===== src/rtl/pool2x2_stream.sv =====
// pool2x2_stream: 2x2 stride-2 max/average pooling over a raster pixel stream with valid/ready handshakes.
//
// Ports:
//   clk, rst               clock and synchronous active-high reset
//   mode                   0 = max, 1 = average, latched on the accepted (0,0) beat
//   in_valid/in_ready      input handshake, in_ready = !out_valid || out_ready
//   in_sof                 start of frame; on any position other than (0,0) it restarts the frame
//   in_data                CH signed DW-bit channels, channel c at [c*DW +: DW]
//   out_valid/out_ready    output handshake, out_data/out_last held while stalled
//   out_data               pooled pixel, same packing as in_data
//   out_last               marks the last pooled pixel of a frame
//   frame_err              one-cycle pulse after an in_sof beat that was not at (0,0)
module pool2x2_stream #(
  parameter int CH = 16,
  parameter int DW = 8,
  parameter int IN_WIDTH = 8,
  parameter int IN_HEIGHT = 8
) (
  input  logic             clk,
  input  logic             rst,
  input  logic             mode,
  input  logic             in_valid,
  output logic             in_ready,
  input  logic             in_sof,
  input  logic [CH*DW-1:0] in_data,
  output logic             out_valid,
  input  logic             out_ready,
  output logic [CH*DW-1:0] out_data,
  output logic             out_last,
  output logic             frame_err
);
  localparam int CW = IN_WIDTH > 2 ? $clog2(IN_WIDTH) : 1;
  localparam int RW = IN_HEIGHT > 2 ? $clog2(IN_HEIGHT) : 1;
  localparam int LBD = IN_WIDTH / 2;
  localparam int LW = LBD > 1 ? $clog2(LBD) : 1;
  logic [CW-1:0] col, pc;
  logic [RW-1:0] row, pr;
  logic [LW-1:0] li;
  logic mode_q, accept, restart, col_end, row_end;
  logic signed [DW:0] left [CH];
  logic signed [DW:0] lb [LBD][CH];
  logic signed [DW:0] xw [CH];
  logic signed [DW:0] pw [CH];
  logic [CH*DW-1:0] res;
  // Max keeps the larger operand; average accumulates a sum that is rounded only at the end.
  function automatic logic signed [DW+1:0] op(input logic signed [DW+1:0] a, input logic signed [DW+1:0] b, input logic m);
    return m ? a + b : (a > b ? a : b);
  endfunction
  assign in_ready = !out_valid || out_ready;
  assign accept = in_valid && in_ready;
  // An in_sof away from (0,0) forces this beat to be treated as the first pixel of a new frame.
  assign restart = in_sof && (col != '0 || row != '0);
  assign pc = restart ? '0 : col;
  assign pr = restart ? '0 : row;
  assign li = LW'(pc >> 1);
  assign col_end = pc == CW'(IN_WIDTH - 1);
  assign row_end = pr == RW'(IN_HEIGHT - 1);
  for (genvar c = 0; c < CH; c++) begin : g_ch
    logic signed [DW-1:0] x;
    logic signed [DW+1:0] p1, p2, r;
    logic unused;
    assign x = in_data[c*DW +: DW];
    assign p1 = op({left[c][DW], left[c]}, {{2{x[DW-1]}}, x}, mode_q);
    assign p2 = op({lb[li][c][DW], lb[li][c]}, p1, mode_q);
    // Adding 2 before the arithmetic shift rounds the quarter-sum half up.
    assign r = p2 + (DW+2)'(2);
    assign res[c*DW +: DW] = mode_q ? r[DW+1:2] : p2[DW-1:0];
    assign xw[c] = {x[DW-1], x};
    assign pw[c] = p1[DW:0];
    assign unused = ^{r[1:0], p2[DW+1:DW], p1[DW+1]};
  end
  // Datapath storage needs no reset: every entry is written before it is read within a frame.
  always_ff @(posedge clk) begin
    if (accept && !pc[0])
      for (int c = 0; c < CH; c++) left[c] <= xw[c];
    if (accept && !pr[0] && pc[0])
      for (int c = 0; c < CH; c++) lb[li][c] <= pw[c];
  end
  always_ff @(posedge clk) begin
    if (rst) begin
      col <= '0;
      row <= '0;
      mode_q <= 1'b0;
      out_valid <= 1'b0;
      out_data <= '0;
      out_last <= 1'b0;
      frame_err <= 1'b0;
    end else begin
      frame_err <= accept && restart;
      if (accept) begin
        if (pc == '0 && pr == '0) mode_q <= mode;
        col <= col_end ? '0 : pc + 1'b1;
        row <= col_end ? (row_end ? '0 : pr + 1'b1) : pr;
      end
      if (accept && pr[0] && pc[0]) begin
        out_valid <= 1'b1;
        out_data <= res;
        out_last <= col_end && row_end;
      end else if (out_ready) begin
        out_valid <= 1'b0;
        out_last <= 1'b0;
      end
    end
  end
endmodule


===== config.mk =====
export PLATFORM = sky130hd
export DESIGN_NAME = pool2x2_stream
export DESIGN_NICKNAME = d
export VERILOG_FILES = /design/src/rtl/pool2x2_stream.sv
export SDC_FILE = /design/constraint.sdc
export NUM_CORES = 2
export LEC_CHECK = 0
export ABC_AREA = 0
export CAP_MARGIN = 20
export CORE_MARGIN = 2
export CORE_UTILIZATION = 60
export CTS_CLUSTER_SIZE = 20
export DETAILED_ROUTE_END_ITERATION = 16
export PLACE_DENSITY = 0.81
export SYNTH_ARGS = -nofsm -noshare
export SYNTH_HDL_FRONTEND = slang
export SYNTH_SLANG_ARGS = --single-unit

===== constraint.sdc =====
create_clock -name clk -period 23.3 [get_ports clk]
set_input_delay 3.495 -clock clk [delete_from_list [all_inputs] [get_ports clk]]
set_output_delay 3.495 -clock clk [all_outputs]
set_load 0.02 [all_outputs]

==> After elaboration in Yosys (flattened, before gate mapping) <==
Memory sizes are Yosys's and may differ from the RTL's.
Cells that the tools add are included.
{ "op_classes": {"order_cmp": 32, "addsub": 50, "n_bitwise": 0, "n_eq_ne": 2, "mul": 0, "muxes": 92, "n_div": 0, "n_reduce_logical": 21, "n_shift": 0} }
{ "ops": {"columns": ["operator", "count"], "rows": [
  ["2-to-1 mux 10 bit", 64],
  ["adder 10 x 3 -> 10 bit, second input constant", 16],
  ["adder 9 x 10 -> 10 bit", 16],
  ["adder 9 x 8 -> 10 bit", 16],
  ["greater-than comparator 9 x 10 -> 1 bit", 16],
  ["greater-than comparator 9 x 8 -> 1 bit", 16],
  ["2-to-1 mux 8 bit", 16],
  ["2-to-1 mux 3 bit", 5],
  ["logical AND 1 bit", 10],
  ["2-to-1 mux 1 bit", 7],
  ["adder 3 x 1 -> 3 bit, second input constant", 2],
  ["equality test 3 bit, second input constant", 2],
  ["logical NOT 3 bit", 2],
  ["nonzero test 3 bit", 2],
  ["logical NOT 1 bit", 3],
  ["logical OR 1 bit", 2],
  ["AND reduction 2 bit", 1],
  ["nonzero test 2 bit", 1]
]} }
{ "totals": {"ram_bits": 720, "mem_count": 2, "wordCells": 206, "reg_bits": 138, "latchBits": 0, "out_inout_bits": 132, "inputBits": 134, "romBits": 0} }
{ "mem_list": {"columns": ["name", "depth", "width", "rd", "rd_ports_with_merged_regs", "wr", "line_no", "source"], "rows": [
  ["lb", 4, 144, 1, 0, 1, "41", "logic signed [DW:0] lb [LBD][CH];"],
  ["left", 16, 9, 16, 0, 16, "40", "logic signed [DW:0] left [CH];"]
]} }

==> Depth between registers and ports, before layout <==
An unclocked memory read counts as a cell.
{ "depth": {"depth_word": 10, "ltp_mapped": 28, "depth_no_buf": 28} }

==> Worst setup path before layout <==
OpenSTA, ideal clock, no wires.
{ "synth_timing": {"path_kind": "input -> register", "from": "input in_sof", "to": "memory lb[3][0] (netlist name) (enable)", "setup_ns": 1.001, "path_stages": 9, "t_required_ns": 22.299, "path_slack_ns": 3.485, "arrival_time_ns": 18.814, "path_buffers": 7, "cell_sequence": "buf_2 -> clkbuf_1 -> buf_2 -> buf_1 -> buf_2 -> buf_2 -> clkbuf_1 -> nor2b_1 -> nor4_1"} }
{ "synth_between": {"elab_chain_len": 7, "elab_cells_between_ends": 8, "classes_between": "mux: 4; reduce/logical: 4"} }
{ "synth_lines": {"columns": ["element", "line_no", "source"], "rows": [
  ["from (decl)", "24", "input logic in_sof,"],
  ["logical AND 1 bit *", "52", "assign restart = in_sof && (col != '0 || row != '0);"],
  ["2-to-1 mux 3 bit", "54", "assign pr = restart ? '0 : row;"],
  ["logical NOT 1 bit", "76", "if (accept && !pr[0] && pc[0])"],
  ["logical AND 1 bit (2 in a row)", "76", null],
  ["2-to-1 mux 1 bit", "76", null],
  ["2-to-1 mux 1 bit (not written as such)", "77", "for (int c = 0; c < CH; c++) lb[li][c] <= pw[c];"],
  ["to (decl)", "41", null]
]} }
Every way passes the cells marked *; elsewhere a longest branch is shown, timed or not.

==> Worst setup path after layout <==
{ "layout_timing": {"from": "input in_sof", "to": "register out_data[23]"} }
{ "layout_between": {"elab_chain_len": 8, "elab_cells_between_ends": 12, "classes_between": "add/sub: 2; order compare: 1; mux: 5; reduce/logical: 3; memory: 1"} }
{ "layout_lines": {"columns": ["element", "line_no", "source"], "rows": [
  ["logical AND 1 bit *", "52", null],
  ["2-to-1 mux 3 bit", "53", "assign pc = restart ? '0 : col;"],
  ["memory (4 x 144 bit)", null, null],
  ["greater-than comparator 9 x 10 -> 1 bit", "47", "return m ? a + b : (a > b ? a : b);"],
  ["2-to-1 mux 10 bit (2 in a row)", "47", null],
  ["adder 10 x 3 -> 10 bit", "66", "assign r = p2 + (DW+2)'(2);"],
  ["2-to-1 mux 8 bit", "67", "assign res[c*DW +: DW] = mode_q ? r[DW+1:2] : p2[DW-1:0];"],
  ["to (signal assigned)", "97", "out_data <= res;"],
  ["to (decl)", "28", "output logic [CH*DW-1:0] out_data,"]
]} }
Marked as above.
A chain may end at the register's enable or synchronous reset.

==> run_results.csv <==
group,metric,value,unit
final_layout,layout.nets,6892,
clock_network,h-tree-depth,3,
routing,drt_wl_total,165000,um
floorplan,row_count,114,
routing,first_iter_violations,4685,
logic_synthesis,yosysMostFrequentCell,"edfxtp_1",
placed_design,io_buffers,265,
floorplan,core_area,0.09699,sq mm
grt,grt_max_degree,171,
clock_network,clock-sinks,842,
placed_design,place_inst,7326,
logic_synthesis,synth_nets,6740,
routing,ant_nets,0,
power,powerDensity,73.83,mW/mm^2
sta,setup_viol,0,
sta,min_period,9.358,ns
power,vdd_drop_max,0.06124,mV
sta,fmax,0.1069,GHz
sta,slew_headroom,15.66,%
final_layout,final_cells,7498,
worst_setup_path,worstSetupPathType,"input pin to flip-flop",
logic_synthesis,seq_area_frac_synth,40.60,%
final_layout,final_area,0.06565,sq mm
logic_synthesis,synth_top_area_share,35.91,%
logic_synthesis,ys_top_cells_by_area,"edfxtp_1, ha_1, dfxtp_1, a21oi_1, mux2i_1",
sta,finalCritPeriodShare,40.16,%
outcome,outcome,"finished clean",
sta,tightest_slew,1.265,ns
floorplan,fp.dieW,317.2,um
placed_design,dp_hpwl,111000,um
clock_network,cts_resized,0,
sta,skew,0.02105,ns
clock_network,cts_setup_buffers,0,
grt,grt_pass1_wl,255700,um
sta,hold_violations,0,
sta,whs,0.4567,ns
clock_network,cts_tree,"done",
clock_network,cts_buffer_depth,3,
final_layout,seq_area,0.02391,sq mm
logic_synthesis,yosysTopAreaCell,"edfxtp_1",
worst_setup_path,cp.arrival,9.93,ns
grt,antenna_found_initial,5,
routing,viasPerCell,6.396,
clock_network,numCtsBuffers,92,
logic_synthesis,yosysWarnings,0,
clock_network,clkTransAtPathRegs,0.06,ns
sta,rsz0062_at_grt,"false",
logic_synthesis,synth_edf_count,704,
logic_synthesis,ys_async_sr_fraction,0,%
logic_synthesis,synth_seq_cells,842,
final_layout,area_delta_synth_final,11.52,%
floorplan,initial_utilization,60.69,%
final_layout,final_util,67.69,%
logic_synthesis,avgSynthCellArea,9.824,sq um
logic_synthesis,yosys_most_used_dff,"edfxtp_1",
floorplan,die_h,317.2,um
routing,wl_per_cell,22.00,um
logic_synthesis,synth_common_cells,"edfxtp_1, ha_1, nor2_1",
floorplan,dieArea,0.1006,sq mm
floorplan,ioPinCount,266,
final_layout,multi_input_area,0.03226,sq mm
sta,finalSetupTns,0,ns
clock_network,postCtsHoldBufs,0,
placed_design,pre_cts_ws,13.40,ns
clock_network,root_buffer,"clkbuf_16",
worst_setup_path,cp_max_fo,50,
worst_setup_path,crit_required,23.87,ns
grt,grt_pass1_vias,46470,
routing,drc,0,
power,leakagePower,25.46,nW
worst_setup_path,critical_path.endpoint_type,"flip-flop",
hold_path,hold_path_class,"flip-flop to flip-flop",
placed_design,place_area,0.06253,sq mm
final_layout,drive_gt1_share,6.159,%
flow_run,maxCapViolations,0,
clock_network,worstSkewPairLatency,0.68,ns
sta,worst_slack,13.94,ns
worst_setup_path,startpoint_type,"input pin",
placed_design,gp_congestion,0.9538,
routing,dr.pass1.iters,6,
grt,overflow,0,
logic_synthesis,netlist_instances,5992,
routing,num_vias,47960,
sta,slew_viol_final,0,
power,total_power,4.847,mW
final_layout,n_fill_cell,7442,
grt,grt_usage,32.12,%
logic_synthesis,synthesis.area,0.05887,sq mm
logic_synthesis,synthDistinctLibCells,100,
-- logic make-up after synthesis --
family / after synthesis / share of synthesized area (%)
adders and majority gates: 614 / 13.46
buffers and inverters: 700 / 4.765
and+or+nand+nor: 1511 / 12.17
DFF: 842 / 40.60
xor gates and xnor gates: 287 / 4.270
AOI/OAI and AO/OA: 1715 / 18.98
muxes: 323 / 5.749
-- worst max-delay path: stages --
cell       delay, ns
buf_6           0.39
buf_4           0.64
nand2b_4        0.30
clkinv_2        0.48
buf_4           0.58
a22oi_1         0.24
o21ai_0         0.25
ha_1            0.48
or3b_1          0.40
a211oi_1        0.30
nand2b_1        0.10
o21ai_1         0.57
nand2_1         0.19
o221ai_1        0.25
ha_1            0.25
o2111ai_1       0.16
a211oi_1        0.20
nand4_1         0.14
xnor2_1         0.16
a221oi_1        0.25
-- layout make-up --
| type | instances | area share [%] |
|---|---|---|
| antenna | 3 | 0.01144 |
| clock buffer | 106 | 3.667 |
| clock inverter | 63 | 1.069 |
| inverter | 438 | 2.525 |
| multi-input combinational | 4450 | 49.14 |
| sequential | 842 | 36.43 |
| tap | 1276 | 2.432 |
| timing repair buffer | 320 | 4.725 |
-- final timing paths --
path	from	endpoint	slack [ns]	depth (start not counted)
max	in_sof	out_data[23]	13.94	20
min	out_data[0]	out_data[0]	0.46	2
max reg2reg	mode_q	out_data[31]	16.83	19
min reg2reg	out_data[0]	out_data[0]	0.46	2
-- flip-flops by register name (all words and copies together) (netlist names) --
name       count
mode_q         1
out_data     128
col            3
row            3
frame_err      1
left         128
out_valid      1
out_last       1
lb           576
-- cell usage in the layout (no fill, tap or decap), drive strengths merged, types with 31 or more instances in the layout --
master and n:
clkdlybuf4s50 263, a21oi 453, o211ai 60, a221oi 44
o22ai 33, clkinv 31, mux2i 202, nand4 65
o21bai 68, nor3 77, a211oi 107, a31oi 37
nand3 102, edfxtp 704, mux2 121, nand2 383
a22oi 202, inv 449, clkbuf 106, dfxtp 138
ha 582, nor2b 77, xnor2 198, fa 32
o21ai 378, nor2 520, or3 38, nand2b 94
buf 57, xor2 89, a21o 71
-- per-layer routing --
metal  part of all wire (%)  track usage, %  wire (um)
met1                     41           42.76      68430
met2                     46           52.22      76660
met3                    8.2           5.687      13570
met4                    3.8           12.67       6315
met5                 0.0067               0         11
-- where the power goes --
part	total, mW	switching, mW	internal (mW)
Sequential	1.72	0.0204	1.70
Clock	1.52	0.649	0.873
Combinational	1.60	0.984	0.620
Total	4.85	1.65	3.19
Note: power is estimated with default switching activity, not from simulation.
